`config.mk`:
```
export PLATFORM = sky130hd
export DESIGN_NAME = sd_block_responder
export DESIGN_NICKNAME = d
export VERILOG_FILES = /design/src/rtl/sd_resp_pkg.sv /design/src/rtl/sd_block_responder.sv
export SDC_FILE = /design/constraint.sdc
export NUM_CORES = 1
export LEC_CHECK = 0
export ABC_AREA = 0
export BUFFER_PORTS_ARGS = -buffer_cell sky130_fd_sc_hd__buf_2
export CORE_ASPECT_RATIO = 1.25
export CORE_UTILIZATION = 59
export DETAILED_ROUTE_END_ITERATION = 12
export GPL_TIMING_DRIVEN = 0
export PLACE_DENSITY = 0.92
export RECOVER_POWER = 100
export SETUP_SLACK_MARGIN = 0.15
export SYNTH_ARGS = -nofsm -noshare
export SYNTH_HDL_FRONTEND = slang
export SYNTH_SLANG_ARGS = --single-unit
```
`constraint.sdc`:
```
create_clock -name clk_sys -period 7.8 [get_ports clk_sys]
set_input_delay 0.78 -clock clk_sys [delete_from_list [all_inputs] [get_ports clk_sys]]
set_output_delay 0.78 -clock clk_sys [all_outputs]
set_load 0.01 [all_outputs]
```
`src/rtl/sd_resp_pkg.sv`:
```
// Shared state encoding and block geometry for the sector-buffer responder.
package sd_resp_pkg;

  localparam int BLK_BYTES = 512;
  localparam int BLK_BITS  = 9;
  localparam logic [BLK_BITS-1:0] LAST_IDX = BLK_BITS'(BLK_BYTES - 1);

  typedef enum logic [2:0] {
    IDLE    = 3'd0,
    RD_MEM  = 3'd1,
    RD_PUT  = 3'd2,
    WR_ADDR = 3'd3,
    WR_LAT  = 3'd4,
    WR_MEM  = 3'd5,
    DONE    = 3'd6
  } sd_state_t;

endpackage

```
`src/rtl/sd_block_responder.sv`:
```
// Responder side of the sd_lba/sd_rd/sd_wr/sd_ack sector-buffer protocol,
// moving 512-byte blocks between the initiator's buffer and a RAM-disk image.
//
// state   | meaning
// IDLE    | waiting for sd_rd / sd_wr
// RD_MEM  | memory read of byte i outstanding (skipped on out-of-range)
// RD_PUT  | one-cycle strobe of byte i into the sector buffer
// WR_ADDR | sector buffer addressed at byte i
// WR_LAT  | buffer read latency; sample sd_buff_din at the end
// WR_MEM  | memory write of byte i outstanding
// DONE    | sd_ack low, waiting for the request lines to drop
module sd_block_responder
  import sd_resp_pkg::*;
#(
  parameter int MEM_AW = 25,
  parameter int LBA_W  = 32
) (
  input  logic              clk_sys,
  input  logic              reset_n,
  input  logic [LBA_W-1:0]  sd_lba,
  input  logic              sd_rd,
  input  logic              sd_wr,
  output logic              sd_ack,
  output logic [8:0]        sd_buff_addr,
  output logic [7:0]        sd_buff_dout,
  output logic              sd_buff_wr,
  input  logic [7:0]        sd_buff_din,
  input  logic [MEM_AW-1:0] img_base,
  input  logic [LBA_W-1:0]  img_blocks,
  output logic [MEM_AW-1:0] mem_addr,
  output logic              mem_rd,
  output logic              mem_wr,
  output logic [7:0]        mem_din,
  input  logic [7:0]        mem_dout,
  input  logic              mem_ack,
  output logic              busy,
  output logic              err
);

  localparam int OFS_W = LBA_W + BLK_BITS;
  localparam int SUM_W = (OFS_W > MEM_AW) ? OFS_W : MEM_AW;

  sd_state_t            state;
  logic [LBA_W-1:0]     lba_q;
  logic [BLK_BITS-1:0]  cnt;
  logic                 out_of_range;
  logic                 wr_step;
  logic                 last_byte;

  // Image offset wraps silently inside the MEM_AW-bit address space.
  function automatic logic [MEM_AW-1:0] byte_addr(input logic [MEM_AW-1:0] base,
                                                  input logic [LBA_W-1:0]  lba,
                                                  input logic [BLK_BITS-1:0] idx);
    logic [SUM_W-1:0] sum;
    sum = SUM_W'(base) + SUM_W'({lba, idx});
    return sum[MEM_AW-1:0];
  endfunction

  always_comb begin
    out_of_range = (sd_lba >= img_blocks);
    last_byte    = (cnt == LAST_IDX);
    wr_step      = ((state == WR_LAT) && err) || ((state == WR_MEM) && mem_ack);
  end

  always_ff @(posedge clk_sys or negedge reset_n) begin
    if (!reset_n) begin
      state        <= IDLE;
      lba_q        <= '0;
      cnt          <= '0;
      sd_ack       <= 1'b0;
      sd_buff_addr <= '0;
      sd_buff_dout <= '0;
      sd_buff_wr   <= 1'b0;
      mem_addr     <= '0;
      mem_rd       <= 1'b0;
      mem_wr       <= 1'b0;
      mem_din      <= '0;
      busy         <= 1'b0;
      err          <= 1'b0;
    end else begin
      case (state)
        IDLE: begin
          if (sd_rd || sd_wr) begin
            lba_q    <= sd_lba;
            cnt      <= '0;
            err      <= out_of_range;
            sd_ack   <= 1'b1;
            busy     <= 1'b1;
            mem_addr <= byte_addr(img_base, sd_lba, '0);
            if (sd_rd) begin
              mem_rd <= !out_of_range;
              state  <= RD_MEM;
            end else begin
              sd_buff_addr <= '0;
              state        <= WR_ADDR;
            end
          end
        end
        RD_MEM: begin
          // mem_rd is only ever high here, so a stray mem_ack elsewhere is ignored.
          if (err || mem_ack) begin
            mem_rd       <= 1'b0;
            sd_buff_addr <= cnt;
            sd_buff_dout <= err ? 8'h00 : mem_dout;
            sd_buff_wr   <= 1'b1;
            state        <= RD_PUT;
          end
        end
        RD_PUT: begin
          sd_buff_wr <= 1'b0;
          if (last_byte) begin
            sd_ack <= 1'b0;
            state  <= DONE;
          end else begin
            cnt      <= cnt + 1'b1;
            mem_addr <= byte_addr(img_base, lba_q, cnt + 1'b1);
            mem_rd   <= !err;
            state    <= RD_MEM;
          end
        end
        WR_ADDR: state <= WR_LAT;
        WR_LAT: begin
          if (!err) begin
            mem_din  <= sd_buff_din;
            mem_addr <= byte_addr(img_base, lba_q, cnt);
            mem_wr   <= 1'b1;
            state    <= WR_MEM;
          end
        end
        WR_MEM: if (mem_ack) mem_wr <= 1'b0;
        DONE: begin
          if (!sd_rd && !sd_wr) begin
            busy  <= 1'b0;
            state <= IDLE;
          end
        end
        default: state <= IDLE;
      endcase

      if (wr_step) begin
        if (last_byte) begin
          sd_ack <= 1'b0;
          state  <= DONE;
        end else begin
          cnt          <= cnt + 1'b1;
          sd_buff_addr <= cnt + 1'b1;
          state        <= WR_ADDR;
        end
      end
    end
  end

endmodule

```
==> flow_summary.toml, run 1 <==
[sta]
min_period_ns = 4.52
setup_viol = 0
holdWs_ns = 0.476
fin_crit_sh_pct = 57.9
rsz0062_at_grt = "false"
timing.slew.headroom_pct = -132
worst_pin_slew_ns = 3.47
tns_ns = 0
worst_slack_ns = 3.28
timing.final.hold_violations = 0
fin_worst_skew_ns = 0.00846
final_max_slew_viol_count = 64
fmax_ghz = 0.221

[drt]
vias = 6816
dr.first_iter.drc_count = 532
m1WireLength_mm = 7.31
dr_wl_met2_mm = 9.34
wl_per_cell_um = 16.6
drtAntennaViolNets = 0
routed.top_layer = "met4"
wirelength_mm = 18.7
drc = 0
met3_length_mm = 1.13
via_per_inst = 6.04
dr.pass1.iters = 6

[global_routing]
grt_util_all_layers_pct = 32.7
grt_pass1_wl_mm = 30.8
antenna_found_initial = 0
grt_pass1_vias = 6739
gr-total-overflow = 0
grt_start_max_net_pins = 64

[synth]
yosysMostFrequentCell = "nand2_1"
ys_ff_latch = 84
synth-edff-count = 0
yosysUniqueCellTypes = 58
yosys-top-cells-area = "dfrtp_1 (32%), ha_1 (14%), nand2_1 (6.1%)"
synthCells = 812
yosysTopAreaCell = "dfrtp_1"
yosysTopAreaCellShare_pct = 31.5
avgSynthCellArea_um2 = 8.21
synthesis.nets = 999
synth_common_cells = "nand2_1 (109), dfrtp_1 (84), o21ai_0 (76)"
yosysSeqAreaShare_pct = 31.5
syn_area_um2 = 6670
synth-main-ff-cell = "dfrtp_1"
synth_warnings = 0
synth_async_sr_flop_share_pct = 100

[floorplanning]
core-area_um2 = 11000
die_area_um2 = 11700
start_util_pct = 60.5
die_h_um = 121
rows = 43
ios = 166
dieWidth_um = 97.1

[clock_tree]
clkLatencyLatePin_ns = 0.36
cts_made_buffers = 9
root_buffer = "clkbuf_16"
cts.repair.resized = 0
clk_pin_slew_ns = 0.07
clk_path_buf_depth = 2
h-tree-depth = 3
cts_tree = "done"
cts-hold-fix-buffers = 0
clkSinkCount = 84
cts_setup_buffers = 0

[status]
status = "complete, but fails checks"
failed_checks = "max-capacitance violations, max-slew violations"

[final_layout]
syn2layout_area_growth_pct = 18.0
antennaDiodeCount = 0
fin_area_um2 = 7870
final_layout_size_suffix_gt1_share_pct = 14.8
nets = 1176

[flow_run]
max_cap_viol_count = 1

[placement]
dpl-instance-area_um2 = 7690
port_buffers = 165
globalplace.congestion = 0.955
dpl.hpwl_mm = 14.4
pre_cts_slack_ns = 3.55

[setup_path]
cp.arrival_ns = 4.20
r2r_cells = 14
rr_endpoint = "cnt[3]$_DFF_PN0_"
end_kind = "async pin"
cpMostUsedCell = "clkbuf_1"
critPathTopFamily = "buffers and inverters"
critPathKind = "in -> async"
max_stage_delay_ns = 2.51
path_cells = "clkbuf_1 -> clkbuf_1"
cp.required_ns = 7.48
regToRegSetupSlack_ns = 3.46
crit_fanout = 63
crit_cells = 2
cp_num_buf_inv = 2
r2r_start = "cnt[0]$_DFF_PN0_"
critical-path-slowest-cell = "clkbuf_1"
critPathLaunchType = "input pin"

[hold_path]
hp-start = "mem_addr[13]$_DFFE_PN0P_"
min_to = "mem_addr[13]$_DFFE_PN0P_"
hp-class = "reg -> reg"
hold_depth = 2

[power]
p_leak_nw = 3.87
power_density_nw_per_um2 = 335
irDropWorstVdd_v = 0.000165
[worst max-delay path by stage]
stage	end	slack, ns	startpoint
after floorplan	mem_addr[22]$_DFFE_PN0P_	4.18	cnt[0]$_DFF_PN0_
after global placement	mem_addr[24]$_DFFE_PN0P_	3.61	state[0]$_DFFE_PN0P_
after detailed placement	mem_addr[24]$_DFFE_PN0P_	3.55	state[0]$_DFFE_PN0P_
after CTS	mem_addr[24]$_DFFE_PN0P_	3.56	state[0]$_DFFE_PN0P_
after global routing	lba_q[2]$_DFFE_PN0P_	2.33	reset_n
final	mem_addr[7]$_DFFE_PN0P_	3.28	reset_n
[per-stage QoR]
stage / power [mW] / utilization, % / instances
2_1_floorplan: 1.73 / - / 812
3_3_place_gp: 2.14 / 69.5 / 1112
3_5_place_dp: 2.19 / 69.8 / 1113
4_1_cts: 2.64 / 72.4 / 1129
5_1_grt: 2.83 / 71.4 / 1129
6_report: 2.63 / 71.4 / 1129
[state kept, by name, summed over array words and instances, names as in the netlist, 3 cells and up]
signal and count:
sd_buff_addr 9, mem_din 8, state 3, lba_q 16, mem_addr 25, cnt 9, sd_buff_dout 8
[where the power goes]
group	switching, mW	leakage [nW]	total, mW	internal [mW]
Combinational	0.934	2.68	1.47	0.538
Sequential	0.111	1.05	0.725	0.614
Clock	0.212	0.141	0.437	0.225
Total	1.26	3.87	2.63	1.38
[cell families (layout without fill, tap and decap cells)]
| logic type | Yosys count | after routing | synth area share (%) |
|---|---|---|---|
| simple gates | 272 | 272 | 18.4 |
| compound gates | 244 | 244 | 23.5 |
| flops | 84 | 84 | 31.5 |
| buf+inv | 84 | 266 | 4.76 |
| fa+ha+maj | 77 | 77 | 14.7 |
| xor+xnor | 39 | 39 | 5.12 |
| mux | 12 | 12 | 1.99 |
[cells in the final DEF (no fill, tap or decap), drive strengths merged, types with 13 or more instances in the layout]
| master | synthesis | layout |
|---|---|---|
| a21oi | 59 | 59 |
| nand4 | 13 | 13 |
| xnor2 | 19 | 19 |
| dfrtp | 84 | 84 |
| buf | 3 | 109 |
| nand2b | 18 | 18 |
| nor2 | 69 | 69 |
| nor3 | 21 | 21 |
| xor2 | 20 | 20 |
| o21ai | 78 | 78 |
| nand2 | 109 | 109 |
| ha | 75 | 75 |
| a21o | 23 | 23 |
| nand3 | 13 | 13 |
| inv | 47 | 53 |
| clkbuf | 34 | 103 |
[layer usage]
| metal | vias up | GRT usage [%] |
|---|---|---|
| li1 | 3262 | - |
| met1 | 3174 | 36.6 |
| met2 | 302 | 58.5 |
| met3 | 78 | 5.18 |
| met4 | 0 | 19.5 |
| met5 | - | 0 |
[area by class of cell]
cell class,instances,area (um^2)
multi-input cells,644,4240
fillers,875,3160
flip-flops and latches,84,2100
repair buffers,166,758
clock buffers,9,225
inverters,47,176
well taps,135,169
plain buffers,37,140
clock inverters,7,65.1
No activity file was read; power rests on OpenSTA's default activity.
==> inputs of run 2 (changes only) <==
--- a/config.mk
+++ b/config.mk
@@ -8,10 +8,10 @@
 export ABC_AREA = 0
 export BUFFER_PORTS_ARGS = -buffer_cell sky130_fd_sc_hd__buf_2
 export CORE_ASPECT_RATIO = 1.25
-export CORE_UTILIZATION = 59
+export CORE_UTILIZATION = 50
 export DETAILED_ROUTE_END_ITERATION = 12
 export GPL_TIMING_DRIVEN = 0
-export PLACE_DENSITY = 0.92
+export PLACE_DENSITY = 0.84
 export RECOVER_POWER = 100
 export SETUP_SLACK_MARGIN = 0.15
 export SYNTH_ARGS = -nofsm -noshare
==> constraint.sdc (replaced) <==
create_clock -name clk_sys -period 4 [get_ports clk_sys]
set_input_delay 0.4 -clock clk_sys [delete_from_list [all_inputs] [get_ports clk_sys]]
set_output_delay 0.4 -clock clk_sys [all_outputs]
set_load 0.01 [all_outputs]
==> flow_summary.toml, run 2 (synthesis gave the netlist of run 1 again) <==
[placement]
pre_cts_slack_ns = -0.172
port_buffers = 165
globalplace.congestion = 0.931
dpl.hpwl_mm = 15.0

[floorplanning]
dieWidth_um = 105
die_area_um2 = 13800
start_util_pct = 52.0
core-area_um2 = 12800
die_h_um = 131
ios = 166
rows = 46

[setup_path]
cp.arrival_ns = 4.05
cp.required_ns = 4.20
crit_fanout = 9
critPathLaunchType = "register"
critPathKind = "reg -> reg"
cpMostUsedCell = "and3_1"
cp_num_buf_inv = 2
path_cells = "ha_4 -> and3_1 -> and3_1 -> nand3_1 -> inv_1 -> ha_1 -> clkbuf_1 -> and2_1 -> nor3_1 -> nor2_1 -> nor2_2 -> nand2_1 -> nor4_1 -> a31o_2 -> a211oi_1"
critPathTopFamily = "simple AND/OR/NAND/NOR gates"
critical-path-slowest-cell = "dfrtp_1"
max_stage_delay_ns = 0.47
end_kind = "register"

[global_routing]
grt_util_all_layers_pct = 28.6
grtUsageMet2_pct = 50.4
use_met3_pct = 4.12
antenna_found_initial = 0
grt_pass1_wl_mm = 31.7
grt_start_max_net_pins = 65
gr-total-overflow = 0
grt-busiest-layer = "met2"
use_met1_pct = 33.6
grt_pass1_vias = 6758

[sta]
worst_slack_ns = 0.144
fin_worst_skew_ns = 0.00613
final_max_slew_viol_count = 65
timing.slew.headroom_pct = -4.70
fmax_ghz = 0.259
fin_crit_sh_pct = 96.4
worst_pin_slew_ns = 1.57
setup_viol = 0
timing.final.hold_violations = 0
rsz0062_at_grt = "true"
min_period_ns = 3.86

[final_layout]
mostFrequentLayoutCells = "buf_2 (109), nand2_1 (109), clkbuf_1 (86)"
largest_reg_flops = 25
fin_util_pct = 63.1
syn2layout_area_growth_pct = 21.4
final_layout_size_suffix_gt1_share_pct = 17.5
fill_cells = 1143
reg_top3 = "mem_addr: 25 flops, lba_q: 16 flops"
top_register = "mem_addr"
antennaDiodeCount = 0
nets = 1187

[clock_tree]
clk_path_buf_depth = 2
cts_tree = "done"
clkLatencyLatePin_ns = 0.35
h-tree-depth = 3
cts_made_buffers = 9
clk_pin_slew_ns = 0.07
clkSinkCount = 84
root_buffer = "clkbuf_16"

[power]
irDropWorstVdd_v = 0.000309
p_leak_nw = 3.95
power_density_nw_per_um2 = 649

[drt]
drtAntennaViolNets = 0
via_per_inst = 5.85
wl_per_cell_um = 16.5
dr.first_iter.drc_count = 333
dr.pass1.iters = 5
drc = 0
vias = 6861
wirelength_mm = 19.4

[status]
failed_checks = "max-capacitance violations, max-slew violations"
status = "complete, but fails checks"

[flow_run]
max_cap_viol_count = 1

[hold_path]
hp-class = "in -> reg"
[run 2: cell count changes in the layout (fill, tap and decap cells not counted), sizes merged]
cell / change
clkinv: +1
dlygate4sd3: +1
inv: -1
clkbuf: -1
buf: +11
[run 2: layout make-up]
| cell class | count | area [um^2] | share of cell area [%] |
|---|---|---|---|
| buffer | 37 | 150 | 1.85 |
| clock buffer | 9 | 225 | 2.78 |
| clock inverter | 7 | 65.1 | 0.804 |
| inverter | 47 | 176 | 2.18 |
| multi-input combinational | 644 | 4320 | 53.4 |
| sequential | 84 | 2100 | 26.0 |
| tap | 168 | 210 | 2.60 |
| timing repair buffer | 177 | 845 | 10.4 |
[run 2: path summary, 6_finish.rpt]
kind                                                  start                           to  slack, ns  cells after the start
worst max register to register             cnt[1]$_DFF_PN0_     mem_addr[24]$_DFFE_PN0P_       0.14                     15
worst min-delay path                         sd_buff_din[6]       mem_din[6]$_DFFE_PN0P_       0.28                      2
min in group asynchronous                           reset_n  sd_buff_dout[0]$_DFFE_PN0P_       0.82                      2
worst min register to register  sd_buff_dout[2]$_DFFE_PN0P_  sd_buff_dout[2]$_DFFE_PN0P_       0.48                      2
worst max-delay path                       cnt[1]$_DFF_PN0_     mem_addr[24]$_DFFE_PN0P_       0.14                     15
max in group asynchronous                           reset_n             cnt[0]$_DFF_PN0_       0.92                      3
[run 2: where the power goes]
group | switching [mW] | total, mW | internal [mW]
registers | 0.209 | 1.41 | 1.20
clock network | 0.397 | 0.834 | 0.438
logic | 1.87 | 3.01 | 1.15
total | 2.47 | 5.25 | 2.78
[run 2: stage by stage]
step / power, mW / TNS (ns) / instance area, um^2 / cells / hold WS, ns
floorplan: 3.38 / 0 / 6670 / 812 / 0.104
global placement: 4.20 / -0.460 / 7710 / 1145 / 0.460
detailed placement: 4.29 / -0.520 / 7740 / 1146 / 0.324
CTS: 5.17 / 0 / 8080 / 1165 / 0.282
global route: 5.66 / 0 / 8100 / 1173 / 0.276
finish: 5.25 / 0 / 8100 / 1173 / 0.281
[run 2: routing by layer]
layer / part of all wire, % / wire, um
met3: 5.8 / 1120
met1: 40 / 7770
met2: 49 / 9550
met4: 4.8 / 939
met5: 0 / 0
[run 2: timing repair]
| action | CTS | global route |
|---|---|---|
| buffers inserted | 2 | 8 |
| hold buffers | 1 | 0 |
| pin swaps | 2 | 9 |
| setup endpoints to repair | 13 | 16 |
| hold endpoints to repair | 20 | 0 |
| resized for setup | 11 | 15 |
